### config.mk
export PLATFORM = sky130hd
export DESIGN_NAME = hv_owt_tx_ctrl
export DESIGN_NICKNAME = d
export VERILOG_FILES = /design/src/rtl/hv_owt_tx_ctrl_pkg.sv /design/src/rtl/hv_owt_tx_ctrl_crc8_serial.sv /design/src/rtl/hv_owt_tx_ctrl.sv
export SDC_FILE = /design/constraint.sdc
export NUM_CORES = 1
export LEC_CHECK = 0
export CAP_MARGIN = 20
export CORE_MARGIN = 2
export CORE_UTILIZATION = 43
export DETAILED_ROUTE_END_ITERATION = 6
export GPL_ROUTABILITY_DRIVEN = 0
export HOLD_SLACK_MARGIN = 0.1
export PLACE_DENSITY = 0.68
export SYNTH_ARGS = -nofsm -noshare
export SYNTH_HDL_FRONTEND = slang
export SYNTH_SLANG_ARGS = --single-unit
export TNS_END_PERCENT = 1
### constraint.sdc
create_clock -name i_clk -period 3 [get_ports i_clk]
set_input_delay 0.75 -clock i_clk [delete_from_list [all_inputs] [get_ports i_clk]]
set_output_delay 0.75 -clock i_clk [all_outputs]
set_load 0.01 [all_outputs]
### src/rtl/hv_owt_tx_ctrl_pkg.sv
// ============================================================================
// Module  : hv_owt_tx_ctrl_pkg
// Brief   : Shared OWT link constants and FSM encodings (common to tx and rx).
// Revision: 1.0 - initial release
// ============================================================================
`default_nettype none

package hv_owt_tx_ctrl_pkg;

    localparam int OWT_EXT_CYC_NUM  = 4;
    localparam int OWT_SYNC_BIT_NUM = 12;
    localparam int OWT_TAIL_BIT_NUM = 4;
    localparam int OWT_CMD_BIT_NUM  = 8;
    localparam int OWT_DBIT_NUM     = 8;
    localparam int OWT_ADC_DBIT_NUM = 10;
    localparam int OWT_CRC_BIT_NUM  = 8;

    localparam int OWT_FSM_ST_W = 3;
    localparam logic [OWT_FSM_ST_W-1:0] OWT_IDLE_ST          = 3'd0;
    localparam logic [OWT_FSM_ST_W-1:0] OWT_SYNC_HEAD_ST     = 3'd1;
    localparam logic [OWT_FSM_ST_W-1:0] OWT_SYNC_TAIL_ST     = 3'd2;
    localparam logic [OWT_FSM_ST_W-1:0] OWT_CMD_ST           = 3'd3;
    localparam logic [OWT_FSM_ST_W-1:0] OWT_ADC_DATA_ST      = 3'd4;
    localparam logic [OWT_FSM_ST_W-1:0] OWT_NML_DATA_ST      = 3'd5;
    localparam logic [OWT_FSM_ST_W-1:0] OWT_CRC_ST           = 3'd6;
    localparam logic [OWT_FSM_ST_W-1:0] OWT_VLD_DATA_TAIL_ST = 3'd7;

    localparam logic [OWT_TAIL_BIT_NUM-1:0] OWT_TAIL_PAT   = 4'b1100;
    localparam logic [6:0]                  OWT_ADC_RD_CMD = 7'h1F;
    localparam logic [OWT_CRC_BIT_NUM-1:0]  OWT_CRC8_POLY  = 8'h07;

endpackage

`default_nettype wire

### src/rtl/hv_owt_tx_ctrl_crc8_serial.sv
// ============================================================================
// Module  : crc8_serial
// Brief   : Bit-serial CRC8 (poly 0x07, init 0, MSB first), shared by tx/rx.
// Revision: 1.0 - initial release
// ============================================================================
`default_nettype none

module crc8_serial
    import hv_owt_tx_ctrl_pkg::*;
(
    input  logic                       clk_i,
    input  logic                       rst_ni,
    input  logic                       clr_i,
    input  logic                       en_i,
    input  logic                       din_i,
    output logic [OWT_CRC_BIT_NUM-1:0] crc_o
);

    logic [OWT_CRC_BIT_NUM-1:0] crc_q;
    logic [OWT_CRC_BIT_NUM-1:0] crc_d;
    logic                       w_fb;

    assign w_fb = crc_q[OWT_CRC_BIT_NUM-1] ^ din_i;

    always_comb begin
        crc_d = crc_q;
        if (clr_i) begin
            crc_d = '0;
        end else if (en_i) begin
            crc_d = {crc_q[OWT_CRC_BIT_NUM-2:0], 1'b0} ^ ({OWT_CRC_BIT_NUM{w_fb}} & OWT_CRC8_POLY);
        end
    end

    always_ff @(posedge clk_i or negedge rst_ni) begin
        if (!rst_ni) begin
            crc_q <= '0;
        end else begin
            crc_q <= crc_d;
        end
    end

    assign crc_o = crc_q;

endmodule

`default_nettype wire

### src/rtl/hv_owt_tx_ctrl.sv
// ============================================================================
// Module  : hv_owt_tx_ctrl
// Brief   : OWT transmitter - serialises sync/cmd/data/CRC frames onto one wire.
//           Optional macro HV_OWT_TX_CRC_ERR_INJ_EN adds CRC error injection.
// Revision: 1.0 - initial release
// ============================================================================
`default_nettype none

module hv_owt_tx_ctrl
    import hv_owt_tx_ctrl_pkg::*;
(
    input  logic                        i_clk,
    input  logic                        i_rst_n,
    input  logic                        i_owt_tx_req,
    input  logic [OWT_CMD_BIT_NUM-1:0]  i_owt_tx_cmd,
    input  logic [OWT_ADC_DBIT_NUM-1:0] i_owt_tx_data,
`ifdef HV_OWT_TX_CRC_ERR_INJ_EN
    input  logic                        i_owt_tx_crc_inj,
`endif
    output logic                        o_owt_tx_ack,
    output logic                        o_owt_tx_done,
    output logic                        o_owt_tx_busy,
    output logic                        o_hv_lv_owt_tx
);

    localparam int CYC_W = (OWT_EXT_CYC_NUM > 1) ? $clog2(OWT_EXT_CYC_NUM) : 1;
    localparam int BIT_MAX_A = (OWT_SYNC_BIT_NUM > OWT_ADC_DBIT_NUM) ? OWT_SYNC_BIT_NUM : OWT_ADC_DBIT_NUM;
    localparam int BIT_MAX_B = (OWT_CMD_BIT_NUM > OWT_CRC_BIT_NUM) ? OWT_CMD_BIT_NUM : OWT_CRC_BIT_NUM;
    localparam int BIT_MAX   = (BIT_MAX_A > BIT_MAX_B) ? BIT_MAX_A : BIT_MAX_B;
    localparam int BIT_W     = $clog2(BIT_MAX + 1);
    localparam logic [CYC_W-1:0] C_CYC_LAST = CYC_W'(OWT_EXT_CYC_NUM - 1);

    logic [OWT_FSM_ST_W-1:0]     state_q, state_d;
    logic [CYC_W-1:0]            cyc_q, cyc_d;
    logic [BIT_W-1:0]            bit_q, bit_d;
    logic                        half_q, half_d;
    logic [OWT_CMD_BIT_NUM-1:0]  cmd_q, cmd_d;
    logic [OWT_ADC_DBIT_NUM-1:0] data_q, data_d;
    logic                        line_q, line_d;
    logic                        done_q, done_d;

    logic                        w_idle;
    logic                        w_accept;
    logic                        w_hb_end;
    logic                        w_raw;
    logic                        w_raw_d;
    logic                        w_adc;
    logic                        w_bit_last;
    logic [BIT_W-1:0]            w_bit_num;
    logic [OWT_FSM_ST_W-1:0]     w_next_st;
    logic                        w_bit_val;
    logic                        w_crc_en;
    logic [OWT_CRC_BIT_NUM-1:0]  w_crc;
    logic [OWT_CRC_BIT_NUM-1:0]  w_crc_tx;
    logic [OWT_CMD_BIT_NUM-1:0]  w_cmd_sh;
    logic [OWT_ADC_DBIT_NUM-1:0] w_adc_sh;
    logic [OWT_DBIT_NUM-1:0]     w_nml_sh;
    logic [OWT_CRC_BIT_NUM-1:0]  w_crc_sh;
    logic [OWT_TAIL_BIT_NUM-1:0] w_tail_sh;

`ifdef HV_OWT_TX_CRC_ERR_INJ_EN
    logic inj_q, inj_d;
    assign w_crc_tx = w_crc ^ {OWT_CRC_BIT_NUM{inj_q}};
`else
    assign w_crc_tx = w_crc;
`endif

    assign w_idle     = (state_q == OWT_IDLE_ST);
    assign w_accept   = w_idle & i_owt_tx_req;
    assign w_hb_end   = !w_idle && (cyc_q == C_CYC_LAST);
    assign w_raw      = (state_q == OWT_SYNC_TAIL_ST) || (state_q == OWT_VLD_DATA_TAIL_ST);
    assign w_raw_d    = (state_d == OWT_SYNC_TAIL_ST) || (state_d == OWT_VLD_DATA_TAIL_ST);
    assign w_adc      = !cmd_q[OWT_CMD_BIT_NUM-1] && (cmd_q[6:0] == OWT_ADC_RD_CMD);
    assign w_bit_last = (bit_q == w_bit_num - 1'b1);

    // Raw tail states count half-bits in bit_q; Manchester states count bits.
    always_comb begin
        w_bit_num = BIT_W'(1);
        w_next_st = OWT_IDLE_ST;
        case (state_q)
            OWT_SYNC_HEAD_ST:     begin w_bit_num = BIT_W'(OWT_SYNC_BIT_NUM); w_next_st = OWT_SYNC_TAIL_ST;     end
            OWT_SYNC_TAIL_ST:     begin w_bit_num = BIT_W'(OWT_TAIL_BIT_NUM); w_next_st = OWT_CMD_ST;           end
            OWT_CMD_ST:           begin w_bit_num = BIT_W'(OWT_CMD_BIT_NUM);
                                        w_next_st = w_adc ? OWT_ADC_DATA_ST : OWT_NML_DATA_ST;                 end
            OWT_ADC_DATA_ST:      begin w_bit_num = BIT_W'(OWT_ADC_DBIT_NUM); w_next_st = OWT_CRC_ST;           end
            OWT_NML_DATA_ST:      begin w_bit_num = BIT_W'(OWT_DBIT_NUM);     w_next_st = OWT_CRC_ST;           end
            OWT_CRC_ST:           begin w_bit_num = BIT_W'(OWT_CRC_BIT_NUM);  w_next_st = OWT_VLD_DATA_TAIL_ST; end
            OWT_VLD_DATA_TAIL_ST: begin w_bit_num = BIT_W'(OWT_TAIL_BIT_NUM); w_next_st = OWT_IDLE_ST;          end
            default:              begin w_bit_num = BIT_W'(1);                w_next_st = OWT_IDLE_ST;          end
        endcase
    end

    always_comb begin
        state_d = state_q;
        cyc_d   = cyc_q;
        bit_d   = bit_q;
        half_d  = half_q;
        cmd_d   = cmd_q;
        data_d  = data_q;
        done_d  = 1'b0;
`ifdef HV_OWT_TX_CRC_ERR_INJ_EN
        inj_d   = inj_q;
`endif
        if (w_accept) begin
            state_d = OWT_SYNC_HEAD_ST;
            cyc_d   = '0;
            bit_d   = '0;
            half_d  = 1'b0;
            cmd_d   = i_owt_tx_cmd;
            data_d  = i_owt_tx_data;
`ifdef HV_OWT_TX_CRC_ERR_INJ_EN
            inj_d   = i_owt_tx_crc_inj;
`endif
        end else if (!w_idle) begin
            if (!w_hb_end) begin
                cyc_d = cyc_q + 1'b1;
            end else begin
                cyc_d = '0;
                if (!w_raw && !half_q) begin
                    half_d = 1'b1;
                end else begin
                    half_d = 1'b0;
                    if (w_bit_last) begin
                        bit_d   = '0;
                        state_d = w_next_st;
                        done_d  = (state_q == OWT_VLD_DATA_TAIL_ST);
                    end else begin
                        bit_d = bit_q + 1'b1;
                    end
                end
            end
        end
    end

    // Line level and CRC input are derived from the upcoming half-bit so the line stays registered.
    assign w_cmd_sh  = cmd_q << bit_d;
    assign w_adc_sh  = data_q << bit_d;
    assign w_nml_sh  = data_q[OWT_DBIT_NUM-1:0] << bit_d;
    assign w_crc_sh  = w_crc_tx << bit_d;
    assign w_tail_sh = OWT_TAIL_PAT << bit_d;

    always_comb begin
        w_bit_val = 1'b0;
        case (state_d)
            OWT_CMD_ST:      w_bit_val = w_cmd_sh[OWT_CMD_BIT_NUM-1];
            OWT_ADC_DATA_ST: w_bit_val = w_adc_sh[OWT_ADC_DBIT_NUM-1];
            OWT_NML_DATA_ST: w_bit_val = w_nml_sh[OWT_DBIT_NUM-1];
            OWT_CRC_ST:      w_bit_val = w_crc_sh[OWT_CRC_BIT_NUM-1];
            default:         w_bit_val = 1'b0;
        endcase
        if (state_d == OWT_IDLE_ST) begin
            line_d = 1'b1;
        end else if (w_raw_d) begin
            line_d = w_tail_sh[OWT_TAIL_BIT_NUM-1];
        end else begin
            line_d = half_d ? w_bit_val : ~w_bit_val;
        end
    end

    assign w_crc_en = w_hb_end && !half_d &&
                      ((state_d == OWT_CMD_ST) || (state_d == OWT_ADC_DATA_ST) || (state_d == OWT_NML_DATA_ST));

    crc8_serial u_crc8_serial (
        .clk_i  (i_clk),
        .rst_ni (i_rst_n),
        .clr_i  (w_accept),
        .en_i   (w_crc_en),
        .din_i  (w_bit_val),
        .crc_o  (w_crc)
    );

    always_ff @(posedge i_clk or negedge i_rst_n) begin
        if (!i_rst_n) begin
            state_q <= OWT_IDLE_ST;
            cyc_q   <= '0;
            bit_q   <= '0;
            half_q  <= 1'b0;
            cmd_q   <= '0;
            data_q  <= '0;
            line_q  <= 1'b1;
            done_q  <= 1'b0;
        end else begin
            state_q <= state_d;
            cyc_q   <= cyc_d;
            bit_q   <= bit_d;
            half_q  <= half_d;
            cmd_q   <= cmd_d;
            data_q  <= data_d;
            line_q  <= line_d;
            done_q  <= done_d;
        end
    end

`ifdef HV_OWT_TX_CRC_ERR_INJ_EN
    always_ff @(posedge i_clk or negedge i_rst_n) begin
        if (!i_rst_n) begin
            inj_q <= 1'b0;
        end else begin
            inj_q <= inj_d;
        end
    end
`endif

    assign o_owt_tx_ack   = w_accept;
    assign o_owt_tx_done  = done_q;
    assign o_owt_tx_busy  = !w_idle;
    assign o_hv_lv_owt_tx = line_q;

endmodule

`default_nettype wire
; Word level (Yosys, flattened, before mapping)
; Index checks and enable logic that the tools add are counted.
[totals]
reg_bits = 38
wordCells = 89
out_inout_bits = 4
in_bits = 21
[classes]
reduce_logical = 20
addsub = 3
mux = 31
shift = 5
n_bitwise = 4
eq_ne = 17
[op_table]
columns = operator, n
row1 = == test 3 bit (second input constant), 8
row2 = left shift 8 x 4 -> 8 bit, 3
row3 = 2-to-1 mux 4 bit, 5
row4 = 2-to-1 mux 8 bit, 2
row5 = one-hot mux 4 bit (4 select lines), 1
row6 = 2-to-1 mux 3 bit, 5
row7 = one-hot mux 3 bit (5 select lines), 1
row8 = 2-to-1 mux 1 bit, 13
row9 = == test 3 x 2 -> 1 bit (second input constant), 4
row10 = left shift 10 x 4 -> 10 bit, 1
row11 = XOR 8 x 3 -> 8 bit, 1
row12 = == test 7 x 5 -> 1 bit (second input constant), 1
row13 = logical NOT 3 bit, 2
row14 = 2-to-1 mux 2 bit, 3
row15 = logical AND 1 bit, 5
row16 = logical NOT 1 bit, 5
row17 = adder 4 x 1 -> 4 bit (second input constant), 1
row18 = == test 4 bit, 1
row19 = logical OR 1 bit, 4
row20 = one-hot mux 1 bit (4 select lines), 1
row21 = OR reduction 2 bit, 2
row22 = left shift 4 x 4 -> 4 bit (first input constant), 1
row23 = subtractor 4 x 1 -> 4 bit (second input constant), 1
row24 = == test 3 x 1 -> 1 bit (second input constant), 1
row25 = 8 further kinds, 8

; Logic depth before layout (Yosys ltp)
[depth]
word_depth = 16
depth_mapped = 15
ltp_nobuf = 13

; Hierarchy
; From an unflattened synthesis, not the netlist that was laid out.
[unflattened]
cells_unflattened = 299
hier_area_um2 = 2627.5
[modules_own_cells]
columns = module, seq_area_each_um2, area_per_inst_um2, n_inst, cells_per_inst
row1 = hv_owt_tx_ctrl, 752.0, 2254.7, 1, 267
row2 = crc8_serial, 200.2, 372.9, 1, 32

; Worst setup path before layout
; OpenSTA, ideal clock, no wires.
[synth_path]
path_kind = reg-to-reg
from = reg cyc_q[0]
to = reg u_crc8_serial.crc_q[0], in the netlist u_crc8_serial.crc_o[0]
setup_slack_ns = -0.120
required_time_ns = 2.870
stages_incl_launch_ff = 15
t_arrival_ns = 2.989
setup_time_ns = 0.130
path_buffers = 1
period_less_slack_ns = 3.120
cell_sequence = dfrtp_1 -> ha_1 -> clkbuf_1 -> and4bb_1 -> a311o_1 -> xnor2_1 -> nand2_1 -> inv_2 -> mux2_1 -> and3_1 -> o31ai_1 -> a211oi_1 -> a41oi_4 -> xor2_1 -> o21ai_1
[synth_via]
elab_chain_cells = 11
word_cells_on_any_way = 30
cone_classes = eq/ne (5) / shift (4) / mux (12) / bitwise (2) / reduce/logical (7)
[synth_rtl]
columns = element, line
row1 = "start, declared", hv_owt_tx_ctrl.sv:34  ; logic [CYC_W-1:0] cyc_q, cyc_d;
row2 = "start signal, assigned", hv_owt_tx_ctrl.sv:184  ; cyc_q <= cyc_d;
row3 = == test 2 bit (*), hv_owt_tx_ctrl.sv:70  ; assign w_hb_end = !w_idle && (cyc_q == C_CYC_LAST);
row4 = logical AND 1 bit (*), hv_owt_tx_ctrl.sv:70
row5 = 2-to-1 mux 4 bit (*), hv_owt_tx_ctrl.sv:115  ; if (!w_hb_end) begin
row6 = 2-to-1 mux 4 bit (*), hv_owt_tx_ctrl.sv:114  ; end else if (!w_idle) begin
row7 = 2-to-1 mux 4 bit (*), hv_owt_tx_ctrl.sv:104  ; if (w_accept) begin
row8 = named net bit_d[0], hv_owt_tx_ctrl.sv:35  ; logic [BIT_W-1:0] bit_q, bit_d;
row9 = left shift 8 x 4 -> 8 bit (tied with other cells), hv_owt_tx_ctrl.sv:139  ; assign w_crc_sh = w_crc_tx << bit_d;
row10 = one-hot mux 1 bit (4 select lines) (*), hv_owt_tx_ctrl.sv:144  ; case (state_d)
row11 = XOR 1 bit (*), hv_owt_tx_ctrl_crc8_serial.sv:23  ; assign w_fb = crc_q[OWT_CRC_BIT_NUM-1] ^ din_i;
row12 = XOR 8 x 3 -> 8 bit (*), hv_owt_tx_ctrl_crc8_serial.sv:30  ; crc_d = {crc_q[OWT_CRC_BIT_NUM-2:0], 1'b0} ^ ({OWT_CRC_BIT_NUM{w_fb}} & OWT_CRC8_POLY);
row13 = 2-to-1 mux 8 bit (*), hv_owt_tx_ctrl_crc8_serial.sv:29  ; end else if (en_i) begin
row14 = 2-to-1 mux 8 bit (*), hv_owt_tx_ctrl_crc8_serial.sv:27  ; if (clr_i) begin
row15 = "end signal, assigned", hv_owt_tx_ctrl_crc8_serial.sv:38  ; crc_q <= crc_d;
row16 = "end, declared", hv_owt_tx_ctrl_crc8_serial.sv:19  ; logic [OWT_CRC_BIT_NUM-1:0] crc_q;
; The timed path passes the listed nets; every way through them passes the cells marked *. The select of a mux whose other input is x is not followed.
; A chain may end at the register's enable or synchronous reset.

; Worst setup path in the final report
[layout_path]
from = in i_owt_tx_req
to = reg u_crc8_serial.crc_q[0], in the netlist u_crc8_serial.crc_o[0]
[layout_via]
elab_chain_cells = 8
word_cells_on_any_way = 23
cone_classes = eq/ne (4) / shift (4) / mux (6) / bitwise (3) / reduce/logical (6)
[layout_rtl]
columns = element, line
row1 = "start, declared", hv_owt_tx_ctrl.sv:14  ; input logic i_owt_tx_req,
row2 = AND 1 bit (*), hv_owt_tx_ctrl.sv:69  ; assign w_accept = w_idle & i_owt_tx_req;
row3 = 2-to-1 mux 4 bit (*), hv_owt_tx_ctrl.sv:104
row4 = named net bit_d[0], hv_owt_tx_ctrl.sv:35
row5 = left shift 8 x 4 -> 8 bit (tied with other cells), hv_owt_tx_ctrl.sv:139
row6 = one-hot mux 1 bit (4 select lines) (*), hv_owt_tx_ctrl.sv:144
row7 = XOR 1 bit (*), hv_owt_tx_ctrl_crc8_serial.sv:23
row8 = XOR 8 x 3 -> 8 bit (*), hv_owt_tx_ctrl_crc8_serial.sv:30
row9 = 2-to-1 mux 8 bit (*), hv_owt_tx_ctrl_crc8_serial.sv:29
row10 = 2-to-1 mux 8 bit (*), hv_owt_tx_ctrl_crc8_serial.sv:27
; Marked as above.

==> qor.yml <==
worst_setup_path:
  worstPathArrival_ps: 3390
  path_cells: "clkdlybuf4s50_1, or4b_4, buf_6, nand2_1, inv_2, mux2_4, and3_4, o31ai_4, a211oi_2, a41oi_4, xor2_1, o21ai_1"
  critPathMaxStageDelay_ps: 480
  crit_required_ps: 3170
  crit_fanout: 10
  critPathSlowestCell: "clkdlybuf4s50_1"
  worst_setup_path_end_kind: "register"
  start_kind: "primary input"
  crit_buf_inv: 3
  crit_family: "simple AND/OR/NAND/NOR gates"
  crit_type: "primary input to register"
clocking:
  clk_pin_slew_worst_paths_ps: 70
  h-tree-depth: 2
  clock_path_buffers: 2
  cts_buffers: 5
  cts_root_buf: "clkbuf_8"
  clk-insertion-delay-late_ps: 290
  cts_tree: "yes"
  cts_sinks: 38
synth:
  async_flop_share_pct: 100.0
  synth_top_area_share_pct: 35.99
  synth.net_count: 338
  syn_area_sq_um: 2572
  syn_avg_cell_area_sq_um: 8.167
  synthCells: 315
  synth-seq-cells: 38
  synth_edf_count: 0
  ys_seq_area_share_pct: 37.01
  synthTopCellsByArea: "dfrtp_1 (36%), nand2_1 (11%), nand3_1 (3.5%)"
  yosys.area.top_type: "dfrtp_1"
  yosys.cell_types.count: 64
  synthFlopType: "dfrtp_1"
  yosysWarnings: 0
power_and_ir_drop:
  p_leak_nw: 1.608
  powerDensity_nw_per_um2: 273.2
  vdd_drop_max_v: 0.0002265
  power.total_mw: 0.9676
status:
  status: "finished, violations left"
  violations: "negative setup slack"
global_route:
  grt_pass1_vias: 2458
  track_usage_pct: 22.30
  grt_max_degree: 39
  grt_pass1_wl_um: 11430
  grt.overflow.total: 0
  antenna_found_initial: 0
detailed_routing:
  via_per_inst: 5.588
  drc_errors: 0
  dr.pass1.iters: 4
  wl_per_cell_um: 14.55
  first_iter_violations: 175
  vias: 2621
  wirelength_um: 6826
  ant_nets: 0
layout:
  layout_commonest_cell: "nand2_1"
  multi_input_area_sq_um: 1572
  regArea_sq_um: 953.4
  num_antenna_cells: 0
  nets: 416
  drive_above_1_share_pct: 28.68
  stdcell_count: 469
  fill_cells: 514
  fin_util_pct: 60.54
  area_delta_synth_final_pct: 37.69
  final_cell_mix: "nand2_1 (73), buf_4 (64), dfrtp_1 (36), clkdlybuf4s50_1 (22)"
timing:
  setup_viol: 5
  fin_setup_tns_ps: -846.8
  report.final.slew_viol_count: 0
  hold_slack_ps: 499.3
  fmax_ghz: 0.3106
  post-route-period-util_pct: 107.3
  relSlewSlack_pct: 45.54
  rsz0062_at_grt: "true"
  hold_violations: 0
  tightest_slew_ps: 816.8
  setup_ws_ps: -220.1
  fin_skew_ps: 4.827
  layout_min_cycle_time_ps: 3220
place:
  io_buffers: 24
  hpwl_um: 5237
  dp.cells: 456
floorplanning:
  die-height_um: 81.35
  row_count: 28
  fp.dieArea_sq_um: 6617
  die_w_um: 81.35
  io_pins: 25
  core_area_sq_um: 5851
  start_util_pct: 43.97
job:
  maxCapViolations: 0
min_path:
  min_path_type: "register to register"
flip-flops by register name, summed over array words and instances (netlist names):
signal / cells
bit_q: 4
cmd_q: 8
cyc_q: 2
data_q: 10
half_q: 1
o_hv_lv_owt_tx: 1
o_owt_tx_done: 1
state_q: 3
u_crc8_serial.crc_o: 8
synthesized netlist by cell type (all sizes together) (3+ instances only):
cell type	number
mux2i	6
o32a	3
o211ai	4
a221o	3
nor2	19
inv	13
and2	3
mux2	3
xnor2	7
buf	11
nand3	18
a211o	4
clkbuf	10
nor3	7
nand2	74
dfrtp	37
o22ai	3
or3	3
a21oi	17
o21ai	14
a221oi	4
nand2b	8
a211oi	4
worst paths after layout:
check | depth (start not counted) | from | endpoint | slack [ps]
worst min-delay path | 2 | data_q[9] | data_q[9] | 500
min in group asynchronous | 1 | i_rst_n | data_q[7] | 550
worst min register to register | 2 | data_q[9] | data_q[9] | 500
worst max-delay path | 12 | i_owt_tx_req | u_crc8_serial.crc_o[0] | -220
max in group asynchronous | 1 | i_rst_n | state_q[2] | 1880
worst max register to register | 12 | state_q[1] | u_crc8_serial.crc_o[0] | -200
layer usage:
layer / vias up / wire length [um] / global-route usage [%] / part of all wire [%]
li1: 1282 / - / - / -
met1: 1262 / 3017 / 28.42 / 44
met2: 61 / 3375 / 37.70 / 49
met3: 16 / 274 / 3.333 / 4.0
met4: 0 / 158 / 9.153 / 2.3
met5: - / 0 / 0 / 0
timing repair:
item,4_1_cts,5_1_grt
endpoints found under the hold margin,0,0
hold buffers,0,0
setup buffers,4,1
resized for setup,11,10
cloned,0,0
endpoints found under the setup margin,5,5
pin swaps,10,10
where the power goes:
group	total [mW]	switching, mW	internal, mW
clock network	0.361	0.176	0.185
logic	0.0681	0.0291	0.0391
registers	0.538	0.0134	0.525
area by class of cell:
type	instances	share of cell area [%]
multi-input cells	242	44.37
flip-flops and latches	38	26.92
clock inverters	1	0.1413
repair buffers	92	22.01
clock buffers	7	2.437
inverters	14	1.484
well taps	75	2.649
metrics by stage:
step / worst slack (ps) / cell area, sq um
floorplan: -48.57 / 2618
global placement: -482.1 / 3341
detailed placement: -572.0 / 3341
CTS: -218.9 / 3493
global route: -331.6 / 3542
finish: -220.1 / 3542
kinds of logic (layout without fill, tap and decap cells):
logic type	Yosys count	after routing	share of synthesized area, %
simple gates	147	147	26.70
compound gates	75	75	22.76
flops	38	38	37.01
buf+inv	35	114	5.691
xor+xnor	9	9	3.064
mux	9	9	3.794
fa+ha+maj	2	2	0.9726
worst min-delay path, stage by stage, from the launching register on:
cell and delay [ps]:
dfrtp_1 350, nand2_1 60, nand2_1 60
Power figures use the tool's default switching activity.
